[src/rtl/bus_initiator_pkg.sv]
// Shared encodings for the bus-side MESI transaction engine: line states,
// engine states, bus command kinds and the miss/upgrade classifier.
package bus_initiator_pkg;

  localparam int ADDRESSSIZE = 32;
  localparam int MESI_SIZE   = 2;

  typedef enum logic [1:0] {
    INVALID   = 2'b00,
    SHARED    = 2'b01,
    EXCLUSIVE = 2'b10,
    MODIFIED  = 2'b11
  } mesi_e;

  typedef enum logic [2:0] {
    IDLE  = 3'd0,
    ARB   = 3'd1,
    WB    = 3'd2,
    ISSUE = 3'd3,
    WAIT  = 3'd4,
    DONE  = 3'd5
  } state_e;

  typedef enum logic [1:0] {
    CMD_HIT    = 2'd0,
    CMD_BUSRD  = 2'd1,
    CMD_BUSRDX = 2'd2,
    CMD_INV    = 2'd3
  } cmd_e;

  // Owned lines and shared reads complete locally; everything else needs the bus.
  function automatic cmd_e classify(input logic [MESI_SIZE-1:0] line_state,
                                    input logic                 is_write);
    cmd_e cmd;
    case (line_state)
      MODIFIED, EXCLUSIVE: cmd = CMD_HIT;
      SHARED:              cmd = is_write ? CMD_INV : CMD_HIT;
      INVALID:             cmd = is_write ? CMD_BUSRDX : CMD_BUSRD;
      default:             cmd = CMD_HIT;
    endcase
    return cmd;
  endfunction

endpackage

[src/rtl/bus_initiator.sv]
// Bus-side transaction engine: arbitrates for the snoop bus, writes back a
// Modified victim when needed, issues BusRd/BusRdX/Invalidate and collects the fill.
module bus_initiator
  import bus_initiator_pkg::*;
#(
  parameter int TIMEOUT = 15
) (
  input  logic                   clk,
  input  logic                   rst_n,
  input  logic                   PrRd,
  input  logic                   PrWr,
  input  logic [ADDRESSSIZE-1:0] Address,
  input  logic [MESI_SIZE-1:0]   Current_MESI_state_proc,
  input  logic [MESI_SIZE-1:0]   Victim_MESI_state,
  input  logic [ADDRESSSIZE-1:0] Victim_address,
  input  logic [ADDRESSSIZE-1:0] Victim_data,
  output logic                   Bus_req,
  input  logic                   Bus_grant,
  output logic                   BusRd,
  output logic                   BusRdX,
  output logic                   Invalidate,
  output logic                   Mem_wr,
  output logic [ADDRESSSIZE-1:0] Address_Com,
  output logic [ADDRESSSIZE-1:0] Data_Bus_Com_out,
  input  logic [ADDRESSSIZE-1:0] Data_Bus_Com_in,
  input  logic                   Shared,
  input  logic                   Snoop_done,
  input  logic                   Mem_ready,
  output logic [ADDRESSSIZE-1:0] Fill_data,
  output logic                   Fill_shared,
  output logic                   Pr_done,
  output logic                   Bus_error
);

  localparam int CW = $clog2(TIMEOUT + 1);

  state_e                 state_r, state_next_s;
  cmd_e                   cmd_r, cmd_new_s;
  logic                   wb_r, wb_new_s;
  logic [ADDRESSSIZE-1:0] addr_r, vic_addr_r, vic_data_r;
  logic [CW-1:0]          cnt_r, cnt_next_s;
  logic                   req_s, expired_s, wait_ok_s, timeout_s;

  logic                   bus_req_s, busrd_s, busrdx_s, inv_s, mem_wr_s, pr_done_s, bus_error_s;
  logic [ADDRESSSIZE-1:0] addr_com_s, data_out_s, fill_data_s;
  logic                   fill_shared_s;
  logic                   bus_req_r, busrd_r, busrdx_r, inv_r, mem_wr_r, pr_done_r, bus_error_r;
  logic [ADDRESSSIZE-1:0] addr_com_r, data_out_r, fill_data_r;
  logic                   fill_shared_r;

  // State register and timeout counter.
  always_ff @(posedge clk or negedge rst_n) begin
    if (!rst_n) begin
      state_r <= IDLE;
      cnt_r   <= {CW{1'b0}};
    end else begin
      state_r <= state_next_s;
      cnt_r   <= cnt_next_s;
    end
  end

  // Next-state decode; progress on the bus takes priority over an expiring timer.
  always_comb begin
    state_next_s = state_r;
    timeout_s    = 1'b0;
    req_s        = PrRd | PrWr;
    cmd_new_s    = classify(Current_MESI_state_proc, PrWr);
    wb_new_s     = ((cmd_new_s == CMD_BUSRD) || (cmd_new_s == CMD_BUSRDX)) &&
                   (Victim_MESI_state == MODIFIED);
    expired_s    = (cnt_r == CW'(TIMEOUT - 1));
    wait_ok_s    = Snoop_done && ((cmd_r == CMD_INV) || Mem_ready);
    case (state_r)
      IDLE: begin
        if (req_s) state_next_s = (cmd_new_s == CMD_HIT) ? DONE : ARB;
        else       state_next_s = IDLE;
      end
      ARB: begin
        if (Bus_grant)      state_next_s = wb_r ? WB : ISSUE;
        else if (expired_s) begin state_next_s = IDLE; timeout_s = 1'b1; end
        else                state_next_s = ARB;
      end
      WB: begin
        if (Mem_ready)      state_next_s = ISSUE;
        else if (expired_s) begin state_next_s = IDLE; timeout_s = 1'b1; end
        else                state_next_s = WB;
      end
      ISSUE: state_next_s = WAIT;
      WAIT: begin
        if (wait_ok_s)      state_next_s = DONE;
        else if (expired_s) begin state_next_s = IDLE; timeout_s = 1'b1; end
        else                state_next_s = WAIT;
      end
      DONE:    state_next_s = IDLE;
      default: state_next_s = IDLE;
    endcase
  end

  // Timer restarts on every state change and only runs while waiting on others.
  always_comb begin
    if (state_next_s != state_r) begin
      cnt_next_s = {CW{1'b0}};
    end else if ((state_r == ARB) || (state_r == WB) || (state_r == WAIT)) begin
      cnt_next_s = cnt_r + CW'(1);
    end else begin
      cnt_next_s = {CW{1'b0}};
    end
  end

  // Request capture at acceptance; held until the engine returns to IDLE.
  always_ff @(posedge clk or negedge rst_n) begin
    if (!rst_n) begin
      cmd_r      <= CMD_HIT;
      wb_r       <= 1'b0;
      addr_r     <= {ADDRESSSIZE{1'b0}};
      vic_addr_r <= {ADDRESSSIZE{1'b0}};
      vic_data_r <= {ADDRESSSIZE{1'b0}};
    end else if ((state_r == IDLE) && req_s) begin
      cmd_r      <= cmd_new_s;
      wb_r       <= wb_new_s;
      addr_r     <= Address;
      vic_addr_r <= Victim_address;
      vic_data_r <= Victim_data;
    end
  end

  // Bus-facing outputs decoded from the state being entered, so they register in step with it.
  always_comb begin
    bus_req_s   = 1'b0;
    busrd_s     = 1'b0;
    busrdx_s    = 1'b0;
    inv_s       = 1'b0;
    mem_wr_s    = 1'b0;
    addr_com_s  = {ADDRESSSIZE{1'b0}};
    data_out_s  = {ADDRESSSIZE{1'b0}};
    pr_done_s   = (state_next_s == DONE);
    bus_error_s = timeout_s;
    case (state_next_s)
      ARB, WAIT: bus_req_s = 1'b1;
      WB: begin
        bus_req_s = 1'b1;
        // Only the ARB->WB entry carries the write strobe; later WB cycles just wait.
        if (state_r == ARB) begin
          mem_wr_s   = 1'b1;
          addr_com_s = vic_addr_r;
          data_out_s = vic_data_r;
        end else begin
          mem_wr_s   = 1'b0;
        end
      end
      ISSUE: begin
        bus_req_s  = 1'b1;
        addr_com_s = addr_r;
        busrd_s    = (cmd_r == CMD_BUSRD);
        busrdx_s   = (cmd_r == CMD_BUSRDX);
        inv_s      = (cmd_r == CMD_INV);
      end
      default: bus_req_s = 1'b0;
    endcase
  end

  // Fill capture: Shared is OR-accumulated across WAIT, data taken on the completing cycle.
  always_comb begin
    fill_data_s   = fill_data_r;
    fill_shared_s = fill_shared_r;
    case (state_r)
      ISSUE: fill_shared_s = 1'b0;
      WAIT: begin
        fill_shared_s = fill_shared_r | Shared;
        if (wait_ok_s && (cmd_r != CMD_INV)) fill_data_s = Data_Bus_Com_in;
        else                                 fill_data_s = fill_data_r;
      end
      default: begin
        fill_data_s   = fill_data_r;
        fill_shared_s = fill_shared_r;
      end
    endcase
  end

  // Output registers; the asynchronous reset releases the bus immediately.
  always_ff @(posedge clk or negedge rst_n) begin
    if (!rst_n) begin
      bus_req_r     <= 1'b0;
      busrd_r       <= 1'b0;
      busrdx_r      <= 1'b0;
      inv_r         <= 1'b0;
      mem_wr_r      <= 1'b0;
      addr_com_r    <= {ADDRESSSIZE{1'b0}};
      data_out_r    <= {ADDRESSSIZE{1'b0}};
      pr_done_r     <= 1'b0;
      bus_error_r   <= 1'b0;
      fill_data_r   <= {ADDRESSSIZE{1'b0}};
      fill_shared_r <= 1'b0;
    end else begin
      bus_req_r     <= bus_req_s;
      busrd_r       <= busrd_s;
      busrdx_r      <= busrdx_s;
      inv_r         <= inv_s;
      mem_wr_r      <= mem_wr_s;
      addr_com_r    <= addr_com_s;
      data_out_r    <= data_out_s;
      pr_done_r     <= pr_done_s;
      bus_error_r   <= bus_error_s;
      fill_data_r   <= fill_data_s;
      fill_shared_r <= fill_shared_s;
    end
  end

  assign Bus_req          = bus_req_r;
  assign BusRd            = busrd_r;
  assign BusRdX           = busrdx_r;
  assign Invalidate       = inv_r;
  assign Mem_wr           = mem_wr_r;
  assign Address_Com      = addr_com_r;
  assign Data_Bus_Com_out = data_out_r;
  assign Pr_done          = pr_done_r;
  assign Bus_error        = bus_error_r;
  assign Fill_data        = fill_data_r;
  assign Fill_shared      = fill_shared_r;

endmodule

[config.mk]
export PLATFORM = sky130hd
export DESIGN_NAME = bus_initiator
export DESIGN_NICKNAME = d
export VERILOG_FILES = /design/src/rtl/bus_initiator_pkg.sv /design/src/rtl/bus_initiator.sv
export SDC_FILE = /design/constraint.sdc
export NUM_CORES = 1
export LEC_CHECK = 0
export CAP_MARGIN = 20
export CORE_UTILIZATION = 51
export CTS_CLUSTER_DIAMETER = 200
export DETAILED_ROUTE_END_ITERATION = 10
export PLACE_DENSITY = 0.86
export SLEW_MARGIN = 10
export SYNTH_ARGS = -nofsm -noshare
export SYNTH_HDL_FRONTEND = slang
export SYNTH_SLANG_ARGS = --single-unit
[constraint.sdc]
create_clock -name clk -period 3.9 [get_ports clk]
set_input_delay 0.78 -clock clk [delete_from_list [all_inputs] [get_ports clk]]
set_output_delay 0.78 -clock clk [all_outputs]
set_load 0.05 [all_outputs]
==> flow_summary.rst <==
.. list-table::
   :header-rows: 1

   * - Metric
     - Value
   * - Share of cells above drive strength 1
     - approximately 22%
   * - Die extent in x
     - 128 um
   * - Adder and majority cell fraction of the synthesized area
     - 0.466%
   * - CP max stage cell
     - sky130_fd_sc_hd__clkdlybuf4s50_1
   * - Post-Syn Nets
     - 713
   * - Die area
     - 16,300 um^2
   * - Final Slew Violations
     - 0
   * - Post-Synthesis Cells
     - 570
   * - Quantity of I/O buffers inserted on ports
     - roughly 240
   * - Number of detailed-routing iterations run before antenna repair
     - 4
   * - Max_cap viols
     - 0
   * - TritonCTS sink count
     - 210
   * - Count of hold-fix buffers inserted at cts
     - 0
   * - Critical path start-end classification
     - reg2out
   * - Setup repair bufs after CTS
     - 0
   * - Clock latency of the later-clocked register in the worst-skew pair
     - 480 ps
   * - Syn avg cell area
     - 14.1 um^2
   * - Critical path fanouts, max
     - 1
   * - Worst Reg-to-Reg Cells
     - 5
   * - Core Region
     - between 15,000 and 20,000 um^2
   * - Violation count after the first detailed-routing iteration
     - 343
   * - Unrepaired setup endpoints after global routing
     - false
   * - Routed wire per std cell
     - around 19 um
   * - Placed Cells incl. Taps
     - approximately 1,000
   * - Site Rows
     - 45
   * - LEAKAGE
     - 4.82 nW
   * - Final TNS setup
     - 0 ps
   * - Count of endpoints failing setup in the final report
     - 0
   * - Synthesized-area fraction occupied by xor and xnor cells
     - less than 1%
   * - Area share of the largest cell type after synthesis
     - 65.3%
   * - Wire length of the first global-routing pass
     - 30,600 um
   * - Synthesized cell area
     - between 8000 and 9000 um^2
   * - Number of DRC violations after detailed routing
     - 0
   * - FILL cells
     - 981
   * - Placer congestion estimate
     - 0.874
   * - Number of buffers created by CTS
     - 21
   * - Yosys warns
     - 0
   * - Endpoint kind of the worst setup timing path
     - primary output
   * - F_max
     - 398 MHz
   * - Half-perimeter wire length of the detailed placement result
     - around 13,000 um
   * - Cell family contributing the most delay on the critical path
     - buffers and inverters
   * - Worst-case headroom to the max-slew limit
     - 49.8%
   * - CTS tree
     - done
   * - Longest individual stage delay on the worst path
     - approximately 830 ps
   * - Number of buffers and inverters on the critical path
     - 1
   * - Outcome
     - finished, final reports clean
   * - Maximum ir drop on the vdd rail
     - 0.432 mV
   * - Remaining number of nets flagged by the antenna check after routing
     - 0
   * - Antenna violations before repair
     - 3
   * - Depth of the critical timing path with buffers and inverters included
     - 1
   * - Proportion of synthesized area in mux cells
     - a little under a fifth
   * - Dominant combinational cell family by area after synthesis
     - multiplexers
   * - Vias per inst
     - 5.22
   * - Flip-flop and latch count after synthesis
     - 210
   * - Overflow left after global routing
     - 0
   * - Required time of the worst setup path
     - 3120 ps
   * - # IOs
     - 244
   * - Most common cell after layout, fill and taps aside
     - sky130_fd_sc_hd__clkdlybuf4s50_1
   * - Largest net degree at the start of global routing
     - 93
   * - Post-synthesis share of cell area spent on and, or, nand and nor gates
     - 8.80%
   * - Hold WC Path Type
     - in2async
   * - Final critical path time including I/O delays and setup
     - 2510 ps
   * - Power after layout
     - between 9 and 10 mW
   * - Final cycle utilization of the critical path
     - between 60 and 70%
   * - Vias in the first global route
     - 5,667
   * - Slew at the pin with the worst max-slew slack
     - 753 ps
   * - Type of element launching the critical path
     - flop
   * - Starting Density
     - 52.5%
   * - Skew final
     - 5.79 ps
   * - Post-synthesis cell type count
     - 41
   * - Worst-path cell chain
     - clkdlybuf4s50_1
   * - Largest area contributor in the netlist
     - sky130_fd_sc_hd__dfrtp_1
   * - Clock edge transition at the registers on the reported setup and hold paths
     - roughly 60 ps
   * - Post-CTS sizing
     - 0
   * - Buffer depth of the longest clock path
     - 3
   * - NumNets Final
     - 955
   * - Count of final hold-check violations
     - 0
   * - Number of standard cells in the layout, taps in and fillers out
     - roughly 1,000
   * - Die H
     - 128 um
   * - Combined global-route utilization of all metal layers
     - roughly 24%
   * - Total wire length after detailed routing
     - 19,400 um
   * - Root cell of the clock tree
     - sky130_fd_sc_hd__clkbuf_16
   * - Top library cells by usage in the layout, fill and taps aside
     - sky130_fd_sc_hd__clkdlybuf4s50_1, sky130_fd_sc_hd__dfrtp_1, sky130_fd_sc_hd__mux2_2, sky130_fd_sc_hd__nand2_1, sky130_fd_sc_hd__a21oi_1
   * - H-tree depth
     - 1
   * - Most area-consuming cells after synthesis
     - sky130_fd_sc_hd__dfrtp_1, sky130_fd_sc_hd__mux2_2, sky130_fd_sc_hd__and2_1
   * - Area growth from synthesis to final layout
     - 40.4%
   * - Share of the synthesized area in compound gates (AO/OA/AOI/OAI)
     - under 10%
   * - Power per standard cell area
     - 835 nW/um^2
   * - Sequential cell area fraction in the yosys report
     - 65.3%
   * - Data arrival at the endpoint of the critical path
     - about 1700 ps
   * - Final worst hold slack
     - 310 ps
   * - Vias post-DR
     - approximately 5,400
   * - Final Util
     - 73.8%
## path summary, 6_finish.rpt
path	from	slack, ps	end
min in group clk	vic_data_r[23]	470	Data_Bus_Com_out[23]
max reg2reg	state_r[1]	1630	vic_data_r[21]
max	Data_Bus_Com_out[27]	1390	Data_Bus_Com_out[27]
min reg2reg	vic_data_r[23]	470	Data_Bus_Com_out[23]
min	rst_n	310	Address_Com[12]
max in group asynchronous	rst_n	2390	vic_data_r[9]
## cell usage after synthesis, drive strengths merged
library cell	number
dfrtp	210
mux2	128
nand2	38
a21oi	37
nand3	35
and2	32
buf	25
nor2	10
inv	8
clkbuf	7
o21ai	4
and3	3
ha	3
nand2b	3
nand4	2
nor3	2
nor3b	2
nor4	2
o211ai	2
xnor2	2
a211oi	1
a21boi	1
a21o	1
a22o	1
and4	1
mux2i	1
nand3b	1
nor2b	1
o22a	1
o2bb2ai	1
o311a	1
o311ai	1
o31ai	1
o32ai	1
xor2	1
## metrics by stage
step,setup WS (ps),instance area [um^2]
3_3_place_gp,1190,10600
3_5_place_dp,1120,10600
6_report,1390,11300
4_1_cts,1370,11300
2_1_floorplan,1950,8050
5_1_grt,1350,11300
## kinds of logic (layout without fill, tap and decap cells)
kind of cell	count (synthesis)	in the layout
compound gates	53	53
xor+xnor	3	3
fa+ha+maj	3	3
buf+inv	40	296
flops	210	210
mux	129	129
other cells	0	2
simple gates	132	132
## layout make-up
class,count,area [um^2],share of cell area (%)
Inverter,8,30.0,0.266
Sequential cell,210,5260,46.5
Clock buffer,29,606,5.36
Multi-Input combinational cell,320,2540,22.5
Tap cell,211,264,2.34
Antenna cell,2,5.00,0.0443
Clock inverter,8,70.1,0.620
Timing Repair Buffer,251,2520,22.3
## routing by layer
metal | global-route usage (%) | part of all wire [%] | vias up
met5 | 0 | 0.093 | -
li1 | - | - | 2447
met4 | 9.55 | 2.8 | 2
met1 | 29.7 | 39 | 2705
met2 | 41.1 | 49 | 230
met3 | 7.12 | 8.7 | 36
## flip-flops by register name, summed over array words and instances, names as in the netlist, 3 cells and up
signal,cells
Address_Com,32
addr_r,32
Data_Bus_Com_out,32
Fill_data,32
vic_addr_r,32
state_r,3
cnt_r,4
vic_data_r,32
## power by group
group	switching [mW]	internal, mW	total (mW)
clock network	0.813	1.15	1.96
logic	2.32	1.65	3.97
registers	0.465	3.03	3.50
No activity file was read; power rests on OpenSTA's default activity.
